`config.mk`:
```
export PLATFORM = sky130hd
export DESIGN_NAME = instr_prefetch_queue_flat
export DESIGN_NICKNAME = d
export VERILOG_FILES = /design/src/rtl/instr_prefetch_queue_if.sv /design/src/rtl/instr_prefetch_queue.sv /design/src/flat_wrapper.sv
export SDC_FILE = /design/constraint.sdc
export NUM_CORES = 1
export LEC_CHECK = 0
export BUFFER_PORTS_ARGS = -buffer_cell sky130_fd_sc_hd__buf_2
export CORE_ASPECT_RATIO = 0.7
export CORE_UTILIZATION = 59
export DETAILED_ROUTE_END_ITERATION = 8
export PLACE_DENSITY = 0.84
export SLEW_MARGIN = 20
export SYNTH_ARGS = -nofsm -noshare
export SYNTH_HDL_FRONTEND = slang
export SYNTH_SLANG_ARGS = --single-unit
export TNS_END_PERCENT = 50
```
`constraint.sdc`:
```
create_clock -name clk -period 8.24 [get_ports clk]
set_clock_uncertainty 0.15 [all_clocks]
set_input_delay 0.412 -clock clk [delete_from_list [all_inputs] [get_ports clk]]
set_output_delay 0.412 -clock clk [all_outputs]
set_load 0.005 [all_outputs]
```
`src/rtl/instr_prefetch_queue_if.sv`:
```
// instr_prefetch_queue_if: fetch front-end bundle; redirect in, memory request/response, decode valid/ready (master = fetch block, slave = its environment)
interface instr_prefetch_queue_if;
  logic        redirect_valid;
  logic [31:0] redirect_pc;
  logic        mem_req_valid;
  logic [31:0] mem_req_addr;
  logic        mem_req_ready;
  logic        mem_rsp_valid;
  logic [31:0] mem_rsp_data;
  logic        instr_valid;
  logic [31:0] instr;
  logic [31:0] instr_pc;
  logic        instr_ready;
  modport master (
    input  redirect_valid, redirect_pc, mem_req_ready, mem_rsp_valid, mem_rsp_data, instr_ready,
    output mem_req_valid, mem_req_addr, instr_valid, instr, instr_pc
  );
  modport slave (
    output redirect_valid, redirect_pc, mem_req_ready, mem_rsp_valid, mem_rsp_data, instr_ready,
    input  mem_req_valid, mem_req_addr, instr_valid, instr, instr_pc
  );
endinterface

```
`src/rtl/instr_prefetch_queue.sv`:
```
// instr_prefetch_queue: credit-limited fetch PC issuer with in-order response FIFO and redirect flush; ports clk, rst, bus (instr_prefetch_queue_if.master)
module instr_prefetch_queue #(
  parameter int          DEPTH    = 4,
  parameter logic [31:0] RESET_PC = 32'h0
) (
  input logic                    clk,
  input logic                    rst,
  instr_prefetch_queue_if.master bus
);
  localparam int AW = $clog2(DEPTH);
  localparam int CW = AW + 1;
  typedef enum logic {RUN, FLUSH} state_t;
  state_t        r_state, w_state_n;
  logic [31:0]   r_pc, w_pc_n;
  logic [CW-1:0] r_out, r_disc, r_cnt, w_out_n, w_disc_n, w_cnt_n;
  logic [CW:0]   w_sum;
  logic [AW-1:0] r_wp, r_rp, r_tw, r_tr;
  logic [31:0]   r_data [DEPTH];
  logic [31:0]   r_ipc [DEPTH];
  logic [31:0]   r_tag [DEPTH];
  logic          r_req_v, w_req_v_n, w_acc, w_pop, w_push, w_valid;
  always_comb begin
    w_valid   = r_cnt != '0;
    w_acc     = r_req_v & bus.mem_req_ready;
    w_pop     = w_valid & bus.instr_ready;
    w_push    = bus.mem_rsp_valid & ~bus.redirect_valid & (r_disc == '0);
    w_out_n   = r_out + CW'(w_acc) - CW'(bus.mem_rsp_valid);
    w_disc_n  = bus.redirect_valid ? w_out_n :
                (bus.mem_rsp_valid && r_disc != '0) ? r_disc - CW'(1) : r_disc;
    w_cnt_n   = bus.redirect_valid ? '0 : r_cnt + CW'(w_push) - CW'(w_pop);
    w_state_n = bus.redirect_valid ? (w_disc_n != '0 ? FLUSH : RUN) :
                (w_disc_n == '0 ? RUN : r_state);
    w_pc_n    = bus.redirect_valid ? (bus.redirect_pc & ~32'h3) : w_acc ? r_pc + 32'd4 : r_pc;
    w_sum     = {1'b0, w_cnt_n} + {1'b0, w_out_n};
    w_req_v_n = (w_state_n == RUN) && (w_sum < (CW+1)'(DEPTH));
  end
  always_ff @(posedge clk) begin
    if (rst) begin
      r_state <= RUN;
      r_pc    <= RESET_PC;
      r_out   <= '0;
      r_disc  <= '0;
      r_cnt   <= '0;
      r_req_v <= 1'b0;
      r_wp    <= '0;
      r_rp    <= '0;
      r_tw    <= '0;
      r_tr    <= '0;
    end else begin
      r_state <= w_state_n;
      r_pc    <= w_pc_n;
      r_out   <= w_out_n;
      r_disc  <= w_disc_n;
      r_cnt   <= w_cnt_n;
      r_req_v <= w_req_v_n;
      if (w_acc) begin
        r_tag[r_tw] <= r_pc;
        r_tw        <= r_tw + AW'(1);
      end
      if (bus.mem_rsp_valid) r_tr <= r_tr + AW'(1);
      if (w_push) begin
        r_data[r_wp] <= bus.mem_rsp_data;
        r_ipc[r_wp]  <= r_tag[r_tr];
      end
      r_wp <= bus.redirect_valid ? '0 : r_wp + AW'(w_push);
      r_rp <= bus.redirect_valid ? '0 : r_rp + AW'(w_pop);
    end
  end
  assign bus.mem_req_valid = r_req_v;
  assign bus.mem_req_addr  = r_pc;
  assign bus.instr_valid   = w_valid;
  assign bus.instr         = w_valid ? r_data[r_rp] : '0;
  assign bus.instr_pc      = w_valid ? r_ipc[r_rp] : '0;
endmodule

```
`src/flat_wrapper.sv`:
```
// flat-port wrapper written by rule: the top's interface ports become plain ports
module instr_prefetch_queue_flat 
#(
  parameter int          DEPTH    = 4,
  parameter logic [31:0] RESET_PC = 32'h0
)
  (clk, rst, bus_redirect_valid, bus_redirect_pc, bus_mem_req_ready, bus_mem_rsp_valid, bus_mem_rsp_data, bus_instr_ready, bus_mem_req_valid, bus_mem_req_addr, bus_instr_valid, bus_instr, bus_instr_pc);
  instr_prefetch_queue_if bus_i ();
  input logic clk;
  input logic rst;
  input wire logic [$bits(bus_i.redirect_valid)-1:0] bus_redirect_valid;
  input wire logic [$bits(bus_i.redirect_pc)-1:0] bus_redirect_pc;
  input wire logic [$bits(bus_i.mem_req_ready)-1:0] bus_mem_req_ready;
  input wire logic [$bits(bus_i.mem_rsp_valid)-1:0] bus_mem_rsp_valid;
  input wire logic [$bits(bus_i.mem_rsp_data)-1:0] bus_mem_rsp_data;
  input wire logic [$bits(bus_i.instr_ready)-1:0] bus_instr_ready;
  output wire logic [$bits(bus_i.mem_req_valid)-1:0] bus_mem_req_valid;
  output wire logic [$bits(bus_i.mem_req_addr)-1:0] bus_mem_req_addr;
  output wire logic [$bits(bus_i.instr_valid)-1:0] bus_instr_valid;
  output wire logic [$bits(bus_i.instr)-1:0] bus_instr;
  output wire logic [$bits(bus_i.instr_pc)-1:0] bus_instr_pc;
  assign bus_i.redirect_valid = bus_redirect_valid;
  assign bus_i.redirect_pc = bus_redirect_pc;
  assign bus_i.mem_req_ready = bus_mem_req_ready;
  assign bus_i.mem_rsp_valid = bus_mem_rsp_valid;
  assign bus_i.mem_rsp_data = bus_mem_rsp_data;
  assign bus_i.instr_ready = bus_instr_ready;
  assign bus_mem_req_valid = bus_i.mem_req_valid;
  assign bus_mem_req_addr = bus_i.mem_req_addr;
  assign bus_instr_valid = bus_i.instr_valid;
  assign bus_instr = bus_i.instr;
  assign bus_instr_pc = bus_i.instr_pc;
  instr_prefetch_queue #(.DEPTH(DEPTH), .RESET_PC(RESET_PC)) u_core (.clk(clk), .rst(rst), .bus(bus_i));
endmodule
```
* After elaboration in Yosys (flattened, before gate mapping) *
Memory sizes are Yosys's and may differ from the RTL's. A register that Yosys moved wholly into a read port is not among the register bits.
Cells that the tools add are included.

cells by class
  $lt $le $gt $ge = 1
  add/subtract/negate cells = 11
  reduce and logical (&&, ||, !) cells = 9
  bitwise operators = 6
  mux-type cells = 20

operators with widths
  kind                                                                  number
  32-bit 2-to-1 mux                                                     4
  32-bit by 3-bit adder with 32-bit output, second input constant       1
  1-bit 2-to-1 mux                                                      9
  3-bit 2-to-1 mux                                                      3
  3-bit nonzero test                                                    3
  2-bit 2-to-1 mux                                                      4
  3-bit by 1-bit adder with 3-bit output                                2
  3-bit logical NOT                                                     2
  3-bit by 1-bit subtractor with 3-bit output                           2
  2-bit by 1-bit adder with 2-bit output                                2
  2-bit by 1-bit adder with 2-bit output, second input constant         2
  3-bit by 3-bit adder with 4-bit output                                1
  1-bit bitwise AND                                                     4
  4-bit by 3-bit < comparator with 1-bit output, second input constant  1
  3-bit by 1-bit subtractor with 3-bit output, second input constant    1
  1-bit logical AND                                                     2
  1-bit NOT                                                             2
  2-bit nonzero test                                                    1
  2-bit OR reduction                                                    1

word-level totals
  memories kept = 3
  output and inout port bits = 98
  word-level logic and storage cells = 61
  flip-flop bits (word level) = 51
  bits of input ports = 70
  memory bits (writable) = 384

memory list
  memory         depth  width  rd ports  clocked after Yosys merged registers in  wr ports  line                        RTL
  u_core.r_data  4      32     1         1                                        1         instr_prefetch_queue.sv:18  logic [31:0] r_data [DEPTH];
  u_core.r_ipc   4      32     1         1                                        1         instr_prefetch_queue.sv:19  logic [31:0] r_ipc [DEPTH];
  u_core.r_tag   4      32     1         1                                        1         instr_prefetch_queue.sv:20  logic [31:0] r_tag [DEPTH];

* Depth between registers and ports, before layout *
Gate-level depths: netlist of the first run.

  depth after elaboration = 9
  mapped depth = 13
  depth with buffers taken out = 13

* Worst setup path before layout of the first run *
Ideal clock, no wire load.

  path kind = in2reg
  start point = input bus_mem_rsp_valid
  end point = memory u_core.r_data[1][0] (enable)
  setup time = 0.571 ns
  cell stages on the path = 4
  slack = 1.825 ns
  buffers on the path = 1
  arrival = 5.693 ns
  required time = 7.519 ns
  path through = clkbuf_1 nor3b_1 nand2b_1 nor3b_1

on the way
  longest elaborated chain between the ends = 5

ends and longest elaborated chain
  what                                    line                        RTL
  from (decl)                             flat_wrapper.sv:14          input wire logic [$bits(bus_i.mem_rsp_valid)-1:0] bus_mem_rsp_valid;
  1-bit bitwise AND (2 in a row)          instr_prefetch_queue.sv:26  w_push = bus.mem_rsp_valid & ~bus.redirect_valid & (r_disc == '0);
  1-bit 2-to-1 mux                        instr_prefetch_queue.sv:61  if (w_push) begin
  1-bit 2-to-1 mux                        instr_prefetch_queue.sv:38  if (rst) begin
  1-bit 2-to-1 mux (not written as such)  instr_prefetch_queue.sv:62  r_data[r_wp] <= bus.mem_rsp_data;
  to (decl)                               instr_prefetch_queue.sv:18

No other way between the ends.

* Worst setup path after layout of the first run *
  start point = register u_core.r_req_v (netlist: u_core.bus.mem_req_valid)
  end point = register u_core.r_req_v (netlist: u_core.bus.mem_req_valid)

on the way
  longest elaborated chain between the ends = 9
  elaborated cells on any way between the ends = 13
  classes of those cells = add/sub: 3; order compare: 1; mux: 4; bitwise: 2; reduce/logical: 3

ends and longest elaborated chain
  what                                                                                            line                        RTL
  from (decl)                                                                                     instr_prefetch_queue.sv:21  logic r_req_v, w_req_v_n, w_acc, w_pop, w_push, w_valid;
  from (signal assigned)                                                                          instr_prefetch_queue.sv:55  r_req_v <= w_req_v_n;
  1-bit bitwise AND (*)                                                                           instr_prefetch_queue.sv:24  w_acc = r_req_v & bus.mem_req_ready;
  3-bit by 1-bit adder with 3-bit output (*)                                                      instr_prefetch_queue.sv:27  w_out_n = r_out + CW'(w_acc) - CW'(bus.mem_rsp_valid);
  3-bit by 1-bit subtractor with 3-bit output (*)                                                 instr_prefetch_queue.sv:27
  via u_core.w_out_n[2]                                                                           instr_prefetch_queue.sv:15  logic [CW-1:0] r_out, r_disc, r_cnt, w_out_n, w_disc_n, w_cnt_n;
  parallel branches: the longest is 5 deep, another holds 3-bit by 3-bit adder with 4-bit output  --
  1-bit logical AND (*)                                                                           instr_prefetch_queue.sv:35  w_req_v_n = (w_state_n == RUN) && (w_sum < (CW+1)'(DEPTH));

Mark *: on every way through the listed nets, which the timed path passes.
A chain may end at the register's enable or synchronous reset.

==> metrics, run 1 <==
status completed; final hold vios 0; Post-synth top flop edfxtp_1; Worst setup SP type flop; fin. max-slew vios 0; LEAKAGE 0.006602 uW; All-Layer GR Usage 0.2441; drt via density 5.933; clock-pin slew on the worst setup and hold paths 0.06 ns; worst hold-check path type input pin to flop; core area 0.02703 mm2; critical path's slowest cell nand2_1; TritonCTS clock tree built; Post-DP HPWL 19.40 mm; ANT nets after route 0; global-route wire length before repair 52.14 mm; Cells after Synth 881; Initial DRC Count 691; Period minus WS final 3.733 ns; Largest stage delay, worst path 0.57 ns; final setup violation count 0; Initial Utilization 0.6063; Worst setup EP type flop; Seq/Total Area, Yosys 0.7367; post-synthesis cell type count 48; Die X 201.2 um; Worst-Skew Late Latency 0.52 ns; Placer Congestion 0.8343; Worst Max-Slew Pin Slew 1.108 ns; global route overflow 0; layout cells sized above 1 0.3019; crit path max fanout 16; initial antenna violation count 0; Mapped Area 0.01639 mm2; headroom to the max-slew limit 0.2580; Layout area overhead 17.42%; fraction of registers with async set/reset 0; worst hold slack 0.02182 ns; Req. time, crit path 8.55 ns; Syn Area/Cell 18.60 um2; pwr dens 234.9 mW/mm2; CTS Root Cell clkbuf_16; synthesized flop and latch total 419; CTS Buffer Depth 3; DR WL/cell 22.80 um; WS Path Type flop to flop; reg2reg setup slack 4.51 ns; FMAX 267.9 MHz; post-CTS setup buffer count 0; Nets 1178; critical path arrival 4.04 ns; Max Cap Violations 0; worst-case vdd ir drop 0.1652 mV; Die Ht 141.4 um; hold path start bus_redirect_pc[20]; Clock Sinks 419; drt pass-1 iters 6; reg2reg path depth 12; Buffers on Ports 161; most frequent cells in the layout edfxtp_1 (368), buf_2 (161), mux4_2 (92), and2_1 (64), dfxtp_1 (47); # rows 50; critical path depth in cells 12; Worst R2R Start u_core.bus.mem_req_valid; io pins 168; period utilization 0.4531; Largest delay share family, worst path simple AND/OR/NAND/NOR gates; commonest non-fill, non-tap cell in the layout edfxtp_1; reg-to-reg endpoint u_core.bus.mem_req_valid; Hold Path Depth 3; DRC 0; die area 0.02845 mm2; routed vias 8822; largest net degree at the start of global routing 66; Fin Setup TNS 0 ns; RSZ-0062 raised after global routing false; CTS Buf Count 39; final core occ 0.7119; Min-Delay Endpoint u_core.bus.mem_req_addr[20]; final WL 33.91 mm; Crit path buffers/inverters 3; Post-synth EDFFs 368; Yosys warning count 0; H-tree depth 2; vias in the first global route 9146; diode count 0; worst path cell trace nand2_1 > clkinv_1 > ha_1 > inv_1 > fa_1 > xor2_1 > xnor2_1 > inv_1 > ha_1 > or4_1 > a41o_1 > nor2_1
==> registers in the layout (all words and copies together) (netlist names), named ones only <==
| name | count |
|---|---|
| u_core.r_cnt | 3 |
| u_core.r_disc | 3 |
| u_core.r_out | 3 |
| u_core.bus.mem_req_addr | 30 |
| u_core.r_wp | 2 |
| u_core.r_tag | 120 |
| u_core.r_ipc | 120 |
| u_core.r_data | 128 |
| u_core.bus.mem_req_valid | 1 |
| u_core.r_rp | 2 |
| u_core.r_tw | 2 |
| u_core.r_tr | 2 |
| u_core.r_state | 1 |
==> per-layer routing <==
| layer | vias to the layer above | track usage | wire length, um |
|---|---|---|---|
| li1 | 3896 | - | - |
| met3 | 82 | 0.04295 | 2445 |
| met2 | 388 | 0.4025 | 16620 |
| met5 | - | 0 | 0 |
| met4 | 0 | 0.08134 | 971 |
| met1 | 4456 | 0.3365 | 13870 |
==> cells by family (layout without fill, tap and decap cells) <==
family | Yosys count | after routing | synth area share
AND/OR/NAND/NOR | 200 | 200 | 0.06689
multiplexers | 93 | 93 | 0.1271
other | 1 | 4 | 0.0002289
AO/OA/AOI/OAI | 53 | 53 | 0.02146
buffers and inverters | 64 | 303 | 0.01603
XOR/XNOR | 36 | 36 | 0.01924
adder cells (fa/ha/maj) | 15 | 15 | 0.01237
flip-flops | 419 | 419 | 0.7367
==> metrics by stage <==
step | cells | power (uW) | setup WS (ns) | instance area [um2]
final | 1487 | 4519 | 4.507 | 19240
after global routing | 1487 | 4673 | 4.291 | 19240
after CTS | 1487 | 4549 | 4.465 | 19240
after detailed placement | 1375 | 2831 | 4.379 | 17610
after global placement | 1375 | 2811 | 4.492 | 17610
after floorplan | 884 | 2690 | 1.825 | 16400
==> report_power, final <==
group	internal, uW	switching, uW
combinational	169	198
sequential	2380	52.9
clock	979	736
total	3530	987
==> how the worst max path moves through the flow <==
stage	slack, ns	end	from
after floorplan	1.83	u_core.r_data[1][0]	bus_mem_rsp_valid
after global placement	4.49	u_core.bus.mem_req_valid	bus_mem_req_ready
after detailed placement	4.38	u_core.bus.mem_req_valid	bus_mem_req_ready
after CTS	4.46	u_core.bus.mem_req_valid	u_core.r_cnt[1]
after global routing	4.29	u_core.bus.mem_req_valid	u_core.bus.mem_req_valid
final	4.51	u_core.bus.mem_req_valid	u_core.bus.mem_req_valid
==> synth_stat cells, types with 4 or more instances <==
cell / n / area share
a311oi_1: 5 / 0.0027
nor3_1: 10 / 0.0031
mux4_2: 92 / 0.13
nor2_1: 39 / 0.0089
dfxtp_1: 51 / 0.062
inv_1: 15 / 0.0034
nand2_1: 32 / 0.0073
edfxtp_1: 368 / 0.67
buf_2: 6 / 0.0018
and2_1: 64 / 0.024
buf_4: 4 / 0.0018
a211oi_1: 14 / 0.0064
o22ai_1: 4 / 0.0015
nor3b_1: 6 / 0.0027
a21oi_1: 18 / 0.0055
nand4_1: 9 / 0.0034
xor2_1: 22 / 0.012
clkbuf_1: 34 / 0.0078
or3_1: 4 / 0.0015
xnor2_1: 14 / 0.0075
ha_1: 13 / 0.0099
and3_1: 7 / 0.0027
nor4_1: 4 / 0.0015
nand3_1: 11 / 0.0034
buf_1: 4 / 0.00092
==> what timing repair did <==
action,4_1_cts,5_1_grt
hold endpoints to repair,137,0
gates resized for setup,0,0
hold buffers,41,0
==> worst register-to-register path, cell delays in order, from the launching register on <==
cell,delay (ns)
dfxtp_1,0.34
nand2_1,0.57
clkinv_1,0.46
ha_1,0.31
inv_1,0.07
fa_1,0.17
xor2_1,0.18
xnor2_1,0.22
inv_1,0.08
ha_1,0.27
or4_1,0.53
a41o_1,0.25
nor2_1,0.09
==> final cells by class <==
type                    instances  area, um2
clock buffers                  48       1062
clock inverters                23      158.9
inverters                      16      60.06
fillers                      1692       7786
well taps                     364      455.4
repair buffers                216       1321
multi-input cells             401       4103
flip-flops and latches        419      12080
Power figures use the tool's default switching activity.
==> run 2: changes to the inputs <==
==> constraint.sdc (replaced) <==
create_clock -name clk -period 3.5 [get_ports clk]
set_clock_uncertainty 0.15 [all_clocks]
set_input_delay 0.175 -clock clk [delete_from_list [all_inputs] [get_ports clk]]
set_output_delay 0.175 -clock clk [all_outputs]
set_load 0.005 [all_outputs]
==> run 2 against run 1 <==
Effect of this change: setup slack worse by 4.2 ns; sequential power up 140%; global-route usage up 1.5 points; first-iteration DRC count up 30%; critical path depth up 1; utilization up 1.5 points; largest cell class unchanged; critical path type unchanged; clock power up 130%; non-clock buffer count up 35; sequential share of layout area down 1.3 points.
==> metrics, run 2 (same netlist as run 1, synthesis figures left out) <==
status completed; DR WL/cell 23.67 um; fillers 1552; Buffers on Ports 161; Max Cap Violations 0; Worst-Skew Late Latency 0.52 ns; core area 0.02703 mm2; worst hold-check path type input pin to flop; headroom to the max-slew limit 0.3952; Final WS setup 0.2596 ns; crit path max fanout 5; TritonCTS clock tree built; Nets 1213; Worst setup EP type flop; Layout area overhead 19.83%; WS Path Type flop to flop; period utilization 0.9258; drt pass-1 iters 6; All-Layer GR Usage 0.2592; H-tree depth 2; Post-DP HPWL 19.75 mm; CTS Buffer Depth 3; CTS Buf Count 39; Worst setup SP type flop; max FFs per register 128; Die X 201.2 um; Initial Utilization 0.6063; die area 0.02845 mm2; CTS Root Cell clkbuf_16; pwr dens 544.0 mW/mm2; most frequent cells in the layout edfxtp_1 (368), buf_2 (161), mux4_2 (92), dlygate4sd3_1 (66), and2_1 (64); Regs by FF count u_core.r_data: 128 flops, u_core.r_ipc: 120 flops, u_core.r_tag: 120 flops; global-route wire length before repair 54.94 mm; LEAKAGE 0.006769 uW; Die Ht 141.4 um; initial antenna violation count 0; final setup violation count 0; Initial DRC Count 901; Req. time, crit path 3.80 ns; Top reg by flops u_core.r_data; worst-case vdd ir drop 0.4237 mV; Worst Max-Slew Pin Slew 0.9073 ns; largest net degree at the start of global routing 65; commonest non-fill, non-tap cell in the layout edfxtp_1; clock-pin slew on the worst setup and hold paths 0.06 ns; Place WS 0.2750 ns; worst hold slack 0.01377 ns; global route overflow 0; FMAX 308.6 MHz; io pins 168; fin. max-slew vios 0; layout cells sized above 1 0.2999; final hold vios 0; vias in the first global route 9575; routed vias 9238; DRC 0; Clock Sinks 419; diode count 0; Placer Congestion 0.8539; final WL 36.00 mm; # rows 50; critical path arrival 3.54 ns; drt via density 6.074; ANT nets after route 0; RSZ-0062 raised after global routing false; Period minus WS final 3.240 ns; post-CTS sizing 0
-- run 2: cell count changes in the layout (fill, tap and decap cells not counted), moves of 2 or more --
cell / previous run / this run
clkbuf_1: 6 / 12
nor3b_4: 0 / 2
clkinv_1: 12 / 7
buf_12: 0 / 6
dlygate4sd3_1: 41 / 66
buf_4: 14 / 18
clkinvlp_4: 3 / 1
nor3b_2: 5 / 3
-- run 2: timing repair --
item | 4_1_cts | 5_1_grt
buffers inserted | 0 | 0
hold endpoints to repair | 166 | 12
hold buffers | 65 | 1
-- run 2: critical path: stages (launching register included) --
cell and delay, ns:
dfxtp_1 0.32, inv_1 0.08, ha_1 0.16, nand2b_1 0.13, nor3b_1 0.31, ha_1 0.21, inv_1 0.05, fa_1 0.37
xnor2_1 0.22, nor2_1 0.07, ha_1 0.29, or4_1 0.51, a41o_1 0.21, nor2_1 0.09
-- run 2: layer usage --
| layer | global-route usage | up-vias | wire (um) | part of all wire |
|---|---|---|---|---|
| met3 | 0.04433 | 92 | 2919 | 0.081 |
| met1 | 0.3656 | 4661 | 14620 | 0.41 |
| met5 | 0 | - | 0 | 0 |
| li1 | - | 3962 | - | - |
| met4 | 0.08931 | 0 | 1044 | 0.029 |
| met2 | 0.4181 | 523 | 17420 | 0.48 |
-- run 2: area by class of cell --
cell class	count	area (um2)	area share
Multi-Input combinational cell	401	4121	0.2099
Timing Repair Buffer	251	1722	0.08768
Clock buffer	55	1099	0.05595
Clock inverter	15	98.84	0.005034
Inverter	16	60.06	0.003059
Sequential cell	419	12080	0.6152
Tap cell	364	455.4	0.02320
-- run 2: final timing paths --
kind         cells after the start               from  slack (ns)                        to
min                              5  bus_mem_req_ready        0.01            u_core.r_tw[0]
max                             13   u_core.r_disc[0]        0.26  u_core.bus.mem_req_valid
min reg2reg                      2     u_core.r_tw[1]        0.36            u_core.r_tw[1]
max reg2reg                     13   u_core.r_disc[0]        0.26  u_core.bus.mem_req_valid
-- run 2: stage by stage --
stage	cells	util	TNS, ns	total power (uW)	cell area [um2]
after floorplan	884	-	-14.41	6331	16420
after global placement	1385	0.6575	0	6658	17770
after detailed placement	1385	0.6575	0	6701	17770
after CTS	1520	0.7259	0	10720	19620
after global routing	1521	0.7265	0	11020	19640
final	1521	0.7265	0	10680	19640
-- run 2: where the power goes --
group | switching (uW) | internal, uW | total [uW]
Clock | 1740 | 2270 | 4010
Sequential | 136 | 5610 | 5750
Combinational | 482 | 448 | 930
Total | 2360 | 8320 | 10700
